===== config.mk =====
export PLATFORM = sky130hd
export DESIGN_NAME = day_entry_flat
export DESIGN_NICKNAME = d
export VERILOG_FILES = /design/src/rtl/day_entry_pkg.sv /design/src/rtl/day_entry_if.sv /design/src/rtl/key_debounce.sv /design/src/rtl/day_entry.sv /design/src/flat_wrapper.sv
export SDC_FILE = /design/constraint.sdc
export NUM_CORES = 1
export LEC_CHECK = 0
export CAP_MARGIN = 20
export CORE_ASPECT_RATIO = 0.5
export CORE_MARGIN = 10
export CORE_UTILIZATION = 49
export DETAILED_ROUTE_END_ITERATION = 10
export PLACE_DENSITY = 0.67
export SLEW_MARGIN = 20
export SYNTH_ARGS = -nofsm -noshare
export SYNTH_HDL_FRONTEND = slang
export SYNTH_SLANG_ARGS = --single-unit

===== constraint.sdc =====
create_clock -name ADC_CLK_10 -period 5.2 [get_ports ADC_CLK_10]
set_input_delay 0.52 -clock ADC_CLK_10 [delete_from_list [all_inputs] [get_ports ADC_CLK_10]]
set_output_delay 0.52 -clock ADC_CLK_10 [all_outputs]
set_load 0.02 [all_outputs]

===== src/rtl/day_entry_pkg.sv =====
// Shared encodings and constants for the day-entry front end.
// Imported by the key conditioner, the entry FSM and the bus interface.
package day_entry_pkg;

    typedef enum logic [1:0] {
        IDLE       = 2'd0,
        ENTER_TENS = 2'd1,
        ENTER_ONES = 2'd2
    } entry_state_e;

    localparam logic [3:0] BCD_MAX    = 4'd9;
    localparam logic [3:0] RESET_TENS = 4'd0;
    localparam logic [3:0] RESET_ONES = 4'd1;

    function automatic logic bcd_valid(input logic [3:0] digit);
        return digit <= BCD_MAX;
    endfunction

endpackage


===== src/rtl/day_entry_if.sv =====
// Switch/key inputs and day-load outputs of the day-entry block.
// The slave side is the entry block; the master side drives pins and consumes the load.
interface day_entry_if;

    logic       key_n;
    logic [3:0] digit_sw;
    logic [3:0] day_tens;
    logic [3:0] day_ones;
    logic       load;
    logic       entry_active;
    logic       digit_sel;
    logic       error;

    modport master (
        output key_n, digit_sw,
        input  day_tens, day_ones, load, entry_active, digit_sel, error
    );

    modport slave (
        input  key_n, digit_sw,
        output day_tens, day_ones, load, entry_active, digit_sel, error
    );

endinterface


===== src/rtl/key_debounce.sv =====
// Pushbutton conditioner: 2-FF synchroniser, counting debouncer and short/long press classifier.
// short_evt/long_evt are registered one-cycle pulses; at most one of them fires per press.
module key_debounce #(
    parameter int unsigned DEBOUNCE_CYCLES   = 200000,
    parameter int unsigned LONG_PRESS_CYCLES = 10000000
) (
    input  logic clk,
    input  logic reset,
    input  logic key_n,
    output logic short_evt,
    output logic long_evt
);

    localparam int unsigned DebW  = $clog2(DEBOUNCE_CYCLES + 1);
    localparam int unsigned HoldW = $clog2(LONG_PRESS_CYCLES + 1);

    localparam logic [DebW-1:0]  DebLast = DebW'(DEBOUNCE_CYCLES - 1);
    localparam logic [HoldW-1:0] HoldMax = HoldW'(LONG_PRESS_CYCLES);

    logic             sync1_q, sync2_q;
    logic             deb_q, deb_d;
    logic             deb_prev_q;
    logic [DebW-1:0]  deb_cnt_q, deb_cnt_d;
    logic [HoldW-1:0] hold_cnt_q, hold_cnt_d;
    logic             long_fired_q, long_fired_d;
    logic             short_evt_q, short_evt_d;
    logic             long_evt_q, long_evt_d;
    logic             long_hit;
    logic             release_edge;

    always_comb begin
        deb_d     = deb_q;
        deb_cnt_d = '0;
        if (sync2_q != deb_q) begin
            if (deb_cnt_q == DebLast) begin
                deb_d = ~deb_q;
            end else begin
                deb_cnt_d = deb_cnt_q + 1'b1;
            end
        end

        hold_cnt_d = '0;
        if (!deb_q) begin
            hold_cnt_d = (hold_cnt_q == HoldMax) ? hold_cnt_q : hold_cnt_q + 1'b1;
        end

        // Threshold is evaluated in the release cycle too, so a release at the threshold is long.
        long_hit     = (hold_cnt_q == HoldMax) && !long_fired_q;
        release_edge = deb_q && !deb_prev_q;

        long_fired_d = long_fired_q;
        if (long_hit) begin
            long_fired_d = 1'b1;
        end else if (deb_q) begin
            long_fired_d = 1'b0;
        end

        long_evt_d  = long_hit;
        short_evt_d = release_edge && !long_fired_q && !long_hit;
    end

    always_ff @(posedge clk or negedge reset) begin
        if (!reset) begin
            sync1_q      <= 1'b1;
            sync2_q      <= 1'b1;
            deb_q        <= 1'b1;
            deb_prev_q   <= 1'b1;
            deb_cnt_q    <= '0;
            hold_cnt_q   <= '0;
            long_fired_q <= 1'b0;
            short_evt_q  <= 1'b0;
            long_evt_q   <= 1'b0;
        end else begin
            sync1_q      <= key_n;
            sync2_q      <= sync1_q;
            deb_q        <= deb_d;
            deb_prev_q   <= deb_q;
            deb_cnt_q    <= deb_cnt_d;
            hold_cnt_q   <= hold_cnt_d;
            long_fired_q <= long_fired_d;
            short_evt_q  <= short_evt_d;
            long_evt_q   <= long_evt_d;
        end
    end

    assign short_evt = short_evt_q;
    assign long_evt  = long_evt_q;

endmodule


===== src/rtl/day_entry.sv =====
// Two-digit BCD day entry: short presses latch tens then ones from the switches,
// a long press aborts; a valid 01..99 value is presented with a one-cycle load strobe.
module day_entry
    import day_entry_pkg::*;
#(
    parameter int unsigned DEBOUNCE_CYCLES   = 200000,
    parameter int unsigned LONG_PRESS_CYCLES = 10000000
) (
    input logic        ADC_CLK_10,
    input logic        reset,
    day_entry_if.slave bus
);

    logic short_evt;
    logic long_evt;

    key_debounce #(
        .DEBOUNCE_CYCLES  (DEBOUNCE_CYCLES),
        .LONG_PRESS_CYCLES(LONG_PRESS_CYCLES)
    ) u_key (
        .clk      (ADC_CLK_10),
        .reset    (reset),
        .key_n    (bus.key_n),
        .short_evt(short_evt),
        .long_evt (long_evt)
    );

    entry_state_e state_q, state_d;
    logic [3:0]   tens_hold_q, tens_hold_d;
    logic [3:0]   day_tens_q, day_tens_d;
    logic [3:0]   day_ones_q, day_ones_d;
    logic         load_q, load_d;
    logic         error_q, error_d;
    logic         entry_active_q, entry_active_d;
    logic         digit_sel_q, digit_sel_d;

    always_comb begin
        state_d     = state_q;
        tens_hold_d = tens_hold_q;
        day_tens_d  = day_tens_q;
        day_ones_d  = day_ones_q;
        load_d      = 1'b0;
        error_d     = 1'b0;

        case (state_q)
            IDLE: begin
                if (short_evt) state_d = ENTER_TENS;
            end
            ENTER_TENS: begin
                if (long_evt) begin
                    state_d = IDLE;
                end else if (short_evt) begin
                    if (!bcd_valid(bus.digit_sw)) begin
                        error_d = 1'b1;
                    end else begin
                        tens_hold_d = bus.digit_sw;
                        state_d     = ENTER_ONES;
                    end
                end
            end
            ENTER_ONES: begin
                if (long_evt) begin
                    state_d = IDLE;
                end else if (short_evt) begin
                    if (!bcd_valid(bus.digit_sw)) begin
                        error_d = 1'b1;
                    end else if (tens_hold_q == 4'd0 && bus.digit_sw == 4'd0) begin
                        // Day 00 does not exist; restart from the tens digit.
                        error_d = 1'b1;
                        state_d = ENTER_TENS;
                    end else begin
                        day_tens_d = tens_hold_q;
                        day_ones_d = bus.digit_sw;
                        load_d     = 1'b1;
                        state_d    = IDLE;
                    end
                end
            end
            default: state_d = IDLE;
        endcase

        entry_active_d = (state_d != IDLE);
        digit_sel_d    = (state_d == ENTER_ONES);
    end

    always_ff @(posedge ADC_CLK_10 or negedge reset) begin
        if (!reset) begin
            state_q        <= IDLE;
            tens_hold_q    <= '0;
            day_tens_q     <= RESET_TENS;
            day_ones_q     <= RESET_ONES;
            load_q         <= 1'b0;
            error_q        <= 1'b0;
            entry_active_q <= 1'b0;
            digit_sel_q    <= 1'b0;
        end else begin
            state_q        <= state_d;
            tens_hold_q    <= tens_hold_d;
            day_tens_q     <= day_tens_d;
            day_ones_q     <= day_ones_d;
            load_q         <= load_d;
            error_q        <= error_d;
            entry_active_q <= entry_active_d;
            digit_sel_q    <= digit_sel_d;
        end
    end

    assign bus.day_tens     = day_tens_q;
    assign bus.day_ones     = day_ones_q;
    assign bus.load         = load_q;
    assign bus.error        = error_q;
    assign bus.entry_active = entry_active_q;
    assign bus.digit_sel    = digit_sel_q;

endmodule

===== src/flat_wrapper.sv =====
// flat-port wrapper written by rule: the top's interface ports become plain ports
module day_entry_flat import day_entry_pkg::*;
#(
    parameter int unsigned DEBOUNCE_CYCLES   = 200000,
    parameter int unsigned LONG_PRESS_CYCLES = 10000000
)
  (ADC_CLK_10, reset, bus_key_n, bus_digit_sw, bus_day_tens, bus_day_ones, bus_load, bus_entry_active, bus_digit_sel, bus_error);
  day_entry_if bus_i ();
  input logic ADC_CLK_10;
  input logic reset;
  input wire logic [$bits(bus_i.key_n)-1:0] bus_key_n;
  input wire logic [$bits(bus_i.digit_sw)-1:0] bus_digit_sw;
  output wire logic [$bits(bus_i.day_tens)-1:0] bus_day_tens;
  output wire logic [$bits(bus_i.day_ones)-1:0] bus_day_ones;
  output wire logic [$bits(bus_i.load)-1:0] bus_load;
  output wire logic [$bits(bus_i.entry_active)-1:0] bus_entry_active;
  output wire logic [$bits(bus_i.digit_sel)-1:0] bus_digit_sel;
  output wire logic [$bits(bus_i.error)-1:0] bus_error;
  assign bus_i.key_n = bus_key_n;
  assign bus_i.digit_sw = bus_digit_sw;
  assign bus_day_tens = bus_i.day_tens;
  assign bus_day_ones = bus_i.day_ones;
  assign bus_load = bus_i.load;
  assign bus_entry_active = bus_i.entry_active;
  assign bus_digit_sel = bus_i.digit_sel;
  assign bus_error = bus_i.error;
  day_entry #(.DEBOUNCE_CYCLES(DEBOUNCE_CYCLES), .LONG_PRESS_CYCLES(LONG_PRESS_CYCLES)) u_core (.ADC_CLK_10(ADC_CLK_10), .reset(reset), .bus(bus_i));
endmodule

Yosys cells after proc, flatten, opt, wreduce, memory -nomap -nowiden --
Cells that the tools add are included.
Storage, ports and cells: memory bits (writable) 0, output and inout port bits 12, latch bits 0, logic and storage cells 74, register bits 67, memories 0, input port bits 7, ROM bits 0
Cells by class: div/mod/pow operators 0, order comparisons 1, bitwise operators 3, shift-type cells 0, reductions and logical operators 16, multiply operators 0, eq/ne operators 7, mux-type cells 28, add/sub/neg operators 2
Operator list (count):
- 2-to-1 mux 24 bit | 2
- 2-to-1 mux 18 bit | 2
- adder 24 x 1 -> 24 bit (second input constant) | 1
- equality test 24 bit (second input constant) | 1
- adder 18 x 1 -> 18 bit (second input constant) | 1
- equality test 18 bit (second input constant) | 1
- 2-to-1 mux 1 bit | 15
- 2-to-1 mux 2 bit | 7
- zero test 4 bit | 2
- one-hot mux 2 bit (3 select lines) | 1
- logical AND 1 bit | 5
- AND reduction 5 bit | 1
- equality test 2 bit (second input constant) | 2
- <= comparator 4 bit (second input constant) | 1
- AND reduction 4 bit | 1
- nonzero test 2 bit | 2
- zero test 1 bit | 3
- NOT 1 bit | 3
- equality test 2 x 1 -> 1 bit (second input constant) | 1
- zero test 2 bit | 1
- != test 2 bit (second input constant) | 1
- one-hot mux 1 bit (2 select lines) | 1
- AND reduction 2 bit | 1
- != test 1 bit | 1

Longest topological paths before layout --
Gate-level depths: netlist of the first run.
depth in word-level cells 8, gate-level depth with buffers 6, mapped depth without buffers 6

Cells and area by module --
From an unflattened synthesis of the first run, not the netlist that was laid out.
Second synthesis, totals: cells, all modules 314, area, all modules 3359.5 um2
By module, submodules not included:
- key_debounce | instances 1, cells each 246, sequential area each 1231.2 um2, area an instance 2491.1 um2
- day_entry | instances 1, cells each 68, sequential area each 451.7 um2, area an instance 868.3 um2

Worst setup path after synthesis of the first run --
Ideal clock, no wire load.
path kind input-to-reg, start point in bus_digit_sw[2], end point reg u_core.day_ones_q[1], in the netlist u_core.bus.day_ones[1], path buffers 0, setup time 125 ps, path slack 3409 ps, arrival 1666 ps, data required time 5075 ps, stages 4, cell sequence nor4_1 nand2_1 o2111ai_2 mux2_2
On the way: cells in the longest elaborated chain, start to end 4, elaborated cells on any way between the ends 5, those cells by class 1 x order compare; 1 x bitwise; 3 x reduce/logical
RTL lines:
- start, declared | RTL line flat_wrapper.sv:12 | input wire logic [$bits(bus_i.digit_sw)-1:0] bus_digit_sw;
- branches (longest 3 deep; another with <= comparator 4 bit)
- AND reduction 5 bit (no source line) *
- end signal, assigned | RTL line day_entry.sv:100 | day_ones_q <= day_ones_d;
- end, declared | RTL line day_entry.sv:31 | logic [3:0] day_ones_q, day_ones_d;
Every way passes the cells marked *. A chain may end at the register's enable or synchronous reset.

Worst setup path in the final report of the first run --
start point reg u_core.u_key.hold_cnt_q[0], end point reg u_core.u_key.hold_cnt_q[18]
On the way: cells in the longest elaborated chain, start to end 3, elaborated cells on any way between the ends 5, those cells by class 1 x add/sub; 2 x eq/ne; 2 x mux
RTL lines:
- start, declared | RTL line key_debounce.sv:24 | logic [HoldW-1:0] hold_cnt_q, hold_cnt_d;
- start signal, assigned | RTL line key_debounce.sv:79 | hold_cnt_q <= hold_cnt_d;
- adder 24 x 1 -> 24 bit | RTL line key_debounce.sv:44 | hold_cnt_d = (hold_cnt_q == HoldMax) ? hold_cnt_q : hold_cnt_q + 1'b1;
- 2-to-1 mux 24 bit | RTL line key_debounce.sv:44
- 2-to-1 mux 24 bit | RTL line key_debounce.sv:43 | if (!deb_q) begin
Several ways; a longest one is shown, not always the timed one. The select of a mux whose other input is x is not followed.

==> impl_metrics.tcl, run 1 <==
set metrics [dict create \
    synth.ff_latch_count 67 \
    ys.flop_type "dfrtp_1" \
    cts-root-buf "clkbuf_16" \
    syn-num-nets 330 \
    power_density_nw_per_um2 288 \
    vias_per_cell 5.69 \
    globalRouteTotalUtil 0.131 \
    cts_buffers 9 \
    portBuffers 18 \
    setup_ws_ns 2.98 \
    drive_above_1_share 0.135 \
    place_ws_ns 2.71 \
    filler_cell_count 512 \
    worstPathRequired_ns 5.45 \
    antenna_found_initial 0 \
    grt_pass1_wl_mm 11.3 \
    power_leakage_nw 1.60 \
    cts_setup_buffers 0 \
    end_kind "flip-flop" \
    insertion_delay_ns 0.34 \
    holdWs_ns 0.352 \
    rows 20 \
    max_freq_mhz 450 \
    arrival_ns 2.48 \
    startpoint_type "flip-flop" \
    cts_tree "yes" \
    tightest_slew_ns 0.825 \
    dieArea_um2 10600 \
    wl_per_cell_um 14.8 \
    firstDrtPassIters 5 \
    routed_wl_mm 6.32 \
    avgSynthCellArea_um2 10.4 \
    syn_to_final_growth_pct 15.9 \
    finalPower_mw 1.09 \
    worst_slew_margin_rel 0.450 \
    setup_violations 0 \
    synth_edf_count 0 \
    initial_core_util 0.522 \
    gp_congestion 0.813 \
    pin_count 19 \
    status "finished clean" \
    path_clk_slew_ns 0.05 \
    die_w_um 136 \
    path_max_fanout 11 \
    drt_first_iter_violations 101 \
    yosysTopAreaCellShare 0.473 \
    synth.most_common_cell "dfrtp_1" \
    vias 2437 \
    diodes 0 \
    overflow 0 \
    hpwl_mm 4.22 \
    slew_violations 0 \
    post-route-period-util 0.428 \
    synthTopCellsByArea "dfrtp_1 (47%), xor2_1 (4.8%), dfstp_2 (4.0%), mux2_2 (3.8%), nand3_1 (3.7%)" \
    drv_cap 0 \
    yosys.cell_types.count 50 \
    syn_area_um2 3280 \
    period_needed_ns 2.22 \
    cts_buffer_depth 2 \
    finClkSkew_ns 0.00491 \
    async_flop_share 1.00 \
    hp-class "reg -> reg" \
    nNetsFinal 349 \
    synth_cells 316 \
    cts_hold_buf 0 \
    synth_top_area_cell "dfrtp_1" \
    setup_tns_ns 0 \
    peakVddDrop_mv 0.142 \
    htreeDepth 3 \
    crit_type "reg -> reg" \
    synth_warnings 0 \
    fp.dieH_um 77.8 \
    grt_pass1_vias 2508 \
    synth_common_cells "dfrtp_1 (62), nor2_1 (30), nand3_1 (24)" \
    clock_sinks 67 \
    drc 0 \
    finalHoldViolations 0 \
    seq_area_frac_synth 0.514 \
    rsz0062_at_grt "no" \
    cts_resized 0 \
    core_um2 6280 \
    grt_max_degree 68 \
    detail-route-antenna-nets 0 \
]
## path summary, 6_finish.rpt
kind                                                                end                                    from  depth (start not counted)  slack, ns
worst max-delay path            u_core.u_key.hold_cnt_q[18]$_DFFE_PN0P_  u_core.u_key.hold_cnt_q[0]$_DFFE_PN0P_                          5       2.98
min in group asynchronous            u_core.bus.day_tens[0]$_DFFE_PN0P_                                   reset                          2       0.36
worst max register to register  u_core.u_key.hold_cnt_q[18]$_DFFE_PN0P_  u_core.u_key.hold_cnt_q[0]$_DFFE_PN0P_                          5       2.98
max in group asynchronous          u_core.u_key.deb_cnt_q[11]$_DFF_PN0_                                   reset                          2       4.29
worst min register to register           u_core.u_key.sync2_q$_DFF_PN1_          u_core.u_key.sync1_q$_DFF_PN1_                          0       0.35
worst min-delay path                     u_core.u_key.sync2_q$_DFF_PN1_          u_core.u_key.sync1_q$_DFF_PN1_                          0       0.35
## final cells by class
class,instances,area [um2],share of cell area
Tap cell,88,110,0.0290
Inverter,12,45.0,0.0119
Clock inverter,7,45.0,0.0119
Timing Repair Buffer,19,183,0.0481
Multi-Input combinational cell,226,1510,0.397
Clock buffer,9,225,0.0593
Sequential cell,67,1680,0.443
## placed cells by master, fill, tap and decap left out, types with 2 or more instances in the layout
master and count:
nand3_1 24, or3_1 6, o31ai_1 4, dfstp_2 5, nand4_1 16, o21ai_0 15
clkinv_4 2, ha_1 7, a21oi_1 18, clkdlybuf4s50_1 17, dfrtp_1 62, nor2_1 30
mux2_2 11, a31oi_1 4, inv_1 12, a31o_2 2, or4_1 5, nor4_1 8
and3_1 7, nor3_1 3, nand2_1 11, clkbuf_16 9, xnor2_1 6, and4_1 5
and2_1 2, xor2_1 18, clkinv_2 4
## where the power goes
part | total, mW | switching (mW) | leakage (nW) | internal [mW]
Clock | 0.540 | 0.220 | 0.135 | 0.320
Combinational | 0.0263 | 0.0185 | 0.560 | 0.00776
Sequential | 0.527 | 0.00227 | 0.902 | 0.525
## critical path, stage by stage, from the launching register on
cell and delay [ns]:
dfrtp_1 0.44, ha_1 0.26, and3_1 0.23, nand4_1 0.39, or4_1 0.65, a21oi_1 0.17
## cells by family (layout without fill, tap and decap cells)
logic type | Yosys count | count (layout) | synth area share
AND/OR/NAND/NOR | 132 | 132 | 0.230
flip-flops | 67 | 67 | 0.514
AO/OA/AOI/OAI | 51 | 51 | 0.0955
XOR/XNOR | 24 | 24 | 0.0641
buffers and inverters | 23 | 47 | 0.0290
multiplexers | 12 | 12 | 0.0409
adder cells (fa/ha/maj) | 7 | 7 | 0.0267
## state kept, by name, indices dropped and copies added, names as in the netlist, 2 cells and up
| register | count |
|---|---|
| u_core.tens_hold_q | 4 |
| u_core.u_key.hold_cnt_q | 24 |
| u_core.bus.day_ones | 4 |
| u_core.state_q | 2 |
| u_core.u_key.deb_cnt_q | 18 |
| u_core.bus.day_tens | 4 |
## routing by layer
layer  share of wire  GRT usage
met3           0.062     0.0649
met2            0.48      0.216
met5               0          0
met4           0.010     0.0406
met1            0.45      0.146
## stage by stage
stage,instance area (um2),cells,util
floorplan,3280,316,-
global placement,3520,412,0.560
detailed placement,3520,412,0.560
CTS,3790,428,0.603
global route,3800,428,0.605
finish,3800,428,0.605
(Power assumes the default switching activity.)
==> run 2: changes to the inputs <==
PLACE_DENSITY = 0.69   (was 0.67)
clock period = 1.8 ns   (was 5.2 ns; I/O delays follow)
==> run 2 against run 1 <==
  * Count of clock-buffer cells in the layout rose by 4
  * Flip-flop and latch count stayed put
  * Via count increased by 6.9%
  * First-iteration DRC count up 61%
  * Non-clock buffer count rose by 30
  * Register-to-register slack worse by 3.0 ns
  * Sequential share of layout area fell by 3.3 points
  * Critical path depth unchanged
  * Critical path type unchanged
  * Largest cell class unchanged
==> impl_metrics.tcl, run 2 (synthesis gave the netlist of run 1 again) <==
set metrics [dict create \
    status "finished clean" \
    hp-class "in -> reg" \
    vias 2605 \
    holdWs_ns 0.257 \
    hpwl_mm 4.86 \
    holdPathEnd "u_core.u_key.sync1_q$_DFF_PN1_" \
    period_needed_ns 1.78 \
    cts_tree "yes" \
    syn_to_final_growth_pct 25.3 \
    path_cells "buf_4 > nand3_1 > or4_4 > or3_4 > a21oi_2" \
    nNetsFinal 379 \
    clock_sinks 67 \
    end_kind "flip-flop" \
    wl_per_cell_um 15.6 \
    slew_violations 0 \
    setup_violations 0 \
    worst_slew_margin_rel 0.728 \
    cts_buffer_depth 2 \
    arrival_ns 2.04 \
    stdcell_count 457 \
    drv_cap 0 \
    min_from "bus_key_n" \
    drc 0 \
    drt_first_iter_violations 163 \
    cpPeakStageDelay_ns 0.59 \
    grt_max_degree 68 \
    overflow 0 \
    die_w_um 136 \
    insertion_delay_ns 0.33 \
    power_leakage_nw 1.77 \
    cts-root-buf "clkbuf_16" \
    r2r_cells 5 \
    dieArea_um2 10600 \
    htreeDepth 3 \
    startpoint_type "flip-flop" \
    routed_wl_mm 7.13 \
    reg.largest.list "u_core.u_key.hold_cnt_q (24), u_core.u_key.deb_cnt_q (18)" \
    cts_buffers 9 \
    grt_pass1_vias 2671 \
    power_density_nw_per_um2 824 \
    place_inst 440 \
    antenna_found_initial 0 \
    portBuffers 18 \
    layout_commonest_cell "dfrtp_1" \
    peakVddDrop_mv 0.585 \
    finClkSkew_ns 0.00664 \
    globalRouteTotalUtil 0.139 \
    fp.dieH_um 77.8 \
    r2r-end "u_core.u_key.hold_cnt_q[23]$_DFFE_PN0P_" \
    drive_above_1_share 0.225 \
    tightest_slew_ns 0.404 \
    path_max_fanout 6 \
    detail-route-antenna-nets 0 \
    max_freq_mhz 561 \
    r2r_start "u_core.u_key.hold_cnt_q[0]$_DFFE_PN0P_" \
    diodes 0 \
    initial_core_util 0.522 \
    crit_type "reg -> reg" \
    core_um2 6280 \
    rsz0062_at_grt "yes" \
    critical-path-top-delay-family "simple AND/OR/NAND/NOR gates" \
    cp.buffers_inverters 1 \
    final_cell_mix "dfrtp_1 (62), nor2_1 (30), buf_4 (29), nand3_1 (24), xor2_1 (18)" \
    whs_path_depth 1 \
    finalHoldViolations 0 \
    post-route-period-util 0.990 \
    largest_reg_flops 24 \
    vias_per_cell 5.70 \
    gp_congestion 0.847 \
    firstDrtPassIters 5 \
    regMostFlops "u_core.u_key.hold_cnt_q" \
    r2r_slack_ns 0.02 \
    rows 20 \
    pin_count 19 \
    crit_slowest_cell "or4_4" \
    worstPathRequired_ns 2.06 \
    grt_pass1_wl_mm 12.1 \
    path_clk_slew_ns 0.05 \
]
## run 2: changes by cell type in the layout (fill, tap and decap cells not counted), moves of 2 or more
cell | before | now
buf_4 | 1 | 29
clkbuf_8 | 0 | 3
clkinv_2 | 4 | 1
a21oi_1 | 18 | 16
a21oi_2 | 0 | 2
clkinv_4 | 2 | 0
o21ai_0 | 15 | 13
o21ai_2 | 0 | 2
## run 2: what timing repair did
action / in CTS / in global routing
resized for setup: 2 / 10
pin swaps: 1 / 6
setup buffers: 1 / 0
hold buffers: 1 / 0
hold endpoints to repair: 62 / 0
setup endpoints to repair: 6 / 11
## run 2: final cells by class
cell class / instances / area [um2]
Fill cell: 499 / 2170
Timing Repair Buffer: 49 / 423
Inverter: 12 / 45.0
Clock buffer: 13 / 270
Sequential cell: 67 / 1680
Tap cell: 88 / 110
Clock inverter: 2 / 35.0
Multi-Input combinational cell: 226 / 1540
## run 2: how the worst max path moves through the flow
stage	cells past startpoint	slack, ns	from	to
3_3_place_gp	6	-0.15	bus_digit_sw[0]	u_core.bus.day_tens[2]$_DFFE_PN0P_
3_5_place_dp	6	-0.21	bus_digit_sw[0]	u_core.bus.day_ones[2]$_DFFE_PN0P_
2_1_floorplan	4	0.02	u_core.u_key.hold_cnt_q[16]$_DFFE_PN0P_	u_core.u_key.hold_cnt_q[1]$_DFFE_PN0P_
4_1_cts	4	0.01	u_core.u_key.hold_cnt_q[16]$_DFFE_PN0P_	u_core.u_key.hold_cnt_q[2]$_DFFE_PN0P_
6_report	5	0.02	u_core.u_key.hold_cnt_q[0]$_DFFE_PN0P_	u_core.u_key.hold_cnt_q[23]$_DFFE_PN0P_
5_1_grt	5	-0.03	u_core.u_key.hold_cnt_q[1]$_DFFE_PN0P_	u_core.u_key.hold_cnt_q[23]$_DFFE_PN0P_
## run 2: through the flow
| stage | setup WS [ns] | TNS (ns) | util | total power [mW] | cell area (um2) |
|---|---|---|---|---|---|
| global placement | -0.149 | -1.05 | 0.596 | 1.64 | 3740 |
| floorplan | 0.0194 | 0 | - | 1.57 | 3280 |
| finish | 0.0182 | 0 | 0.654 | 3.38 | 4110 |
| global route | -0.0315 | -0.0614 | 0.654 | 3.50 | 4110 |
| CTS | 0.0129 | 0 | 0.648 | 3.43 | 4070 |
| detailed placement | -0.206 | -1.51 | 0.596 | 1.64 | 3740 |
## run 2: layer usage
| layer | track usage | routed length, um | vias up | part of all wire |
|---|---|---|---|---|
| met4 | 0.0470 | 105 | 0 | 0.015 |
| met3 | 0.0559 | 425 | 13 | 0.060 |
| met1 | 0.154 | 3030 | 1285 | 0.43 |
| met5 | 0 | 0 | - | 0 |
| met2 | 0.237 | 3570 | 61 | 0.50 |
| li1 | - | - | 1246 | - |
## run 2: power breakdown
| part | leakage, nW | internal, mW | switching [mW] |
|---|---|---|---|
| logic | 0.720 | 0.0336 | 0.0578 |
| registers | 0.902 | 1.52 | 0.00672 |
| clock network | 0.152 | 1.17 | 0.594 |
| total | 1.77 | 2.73 | 0.658 |
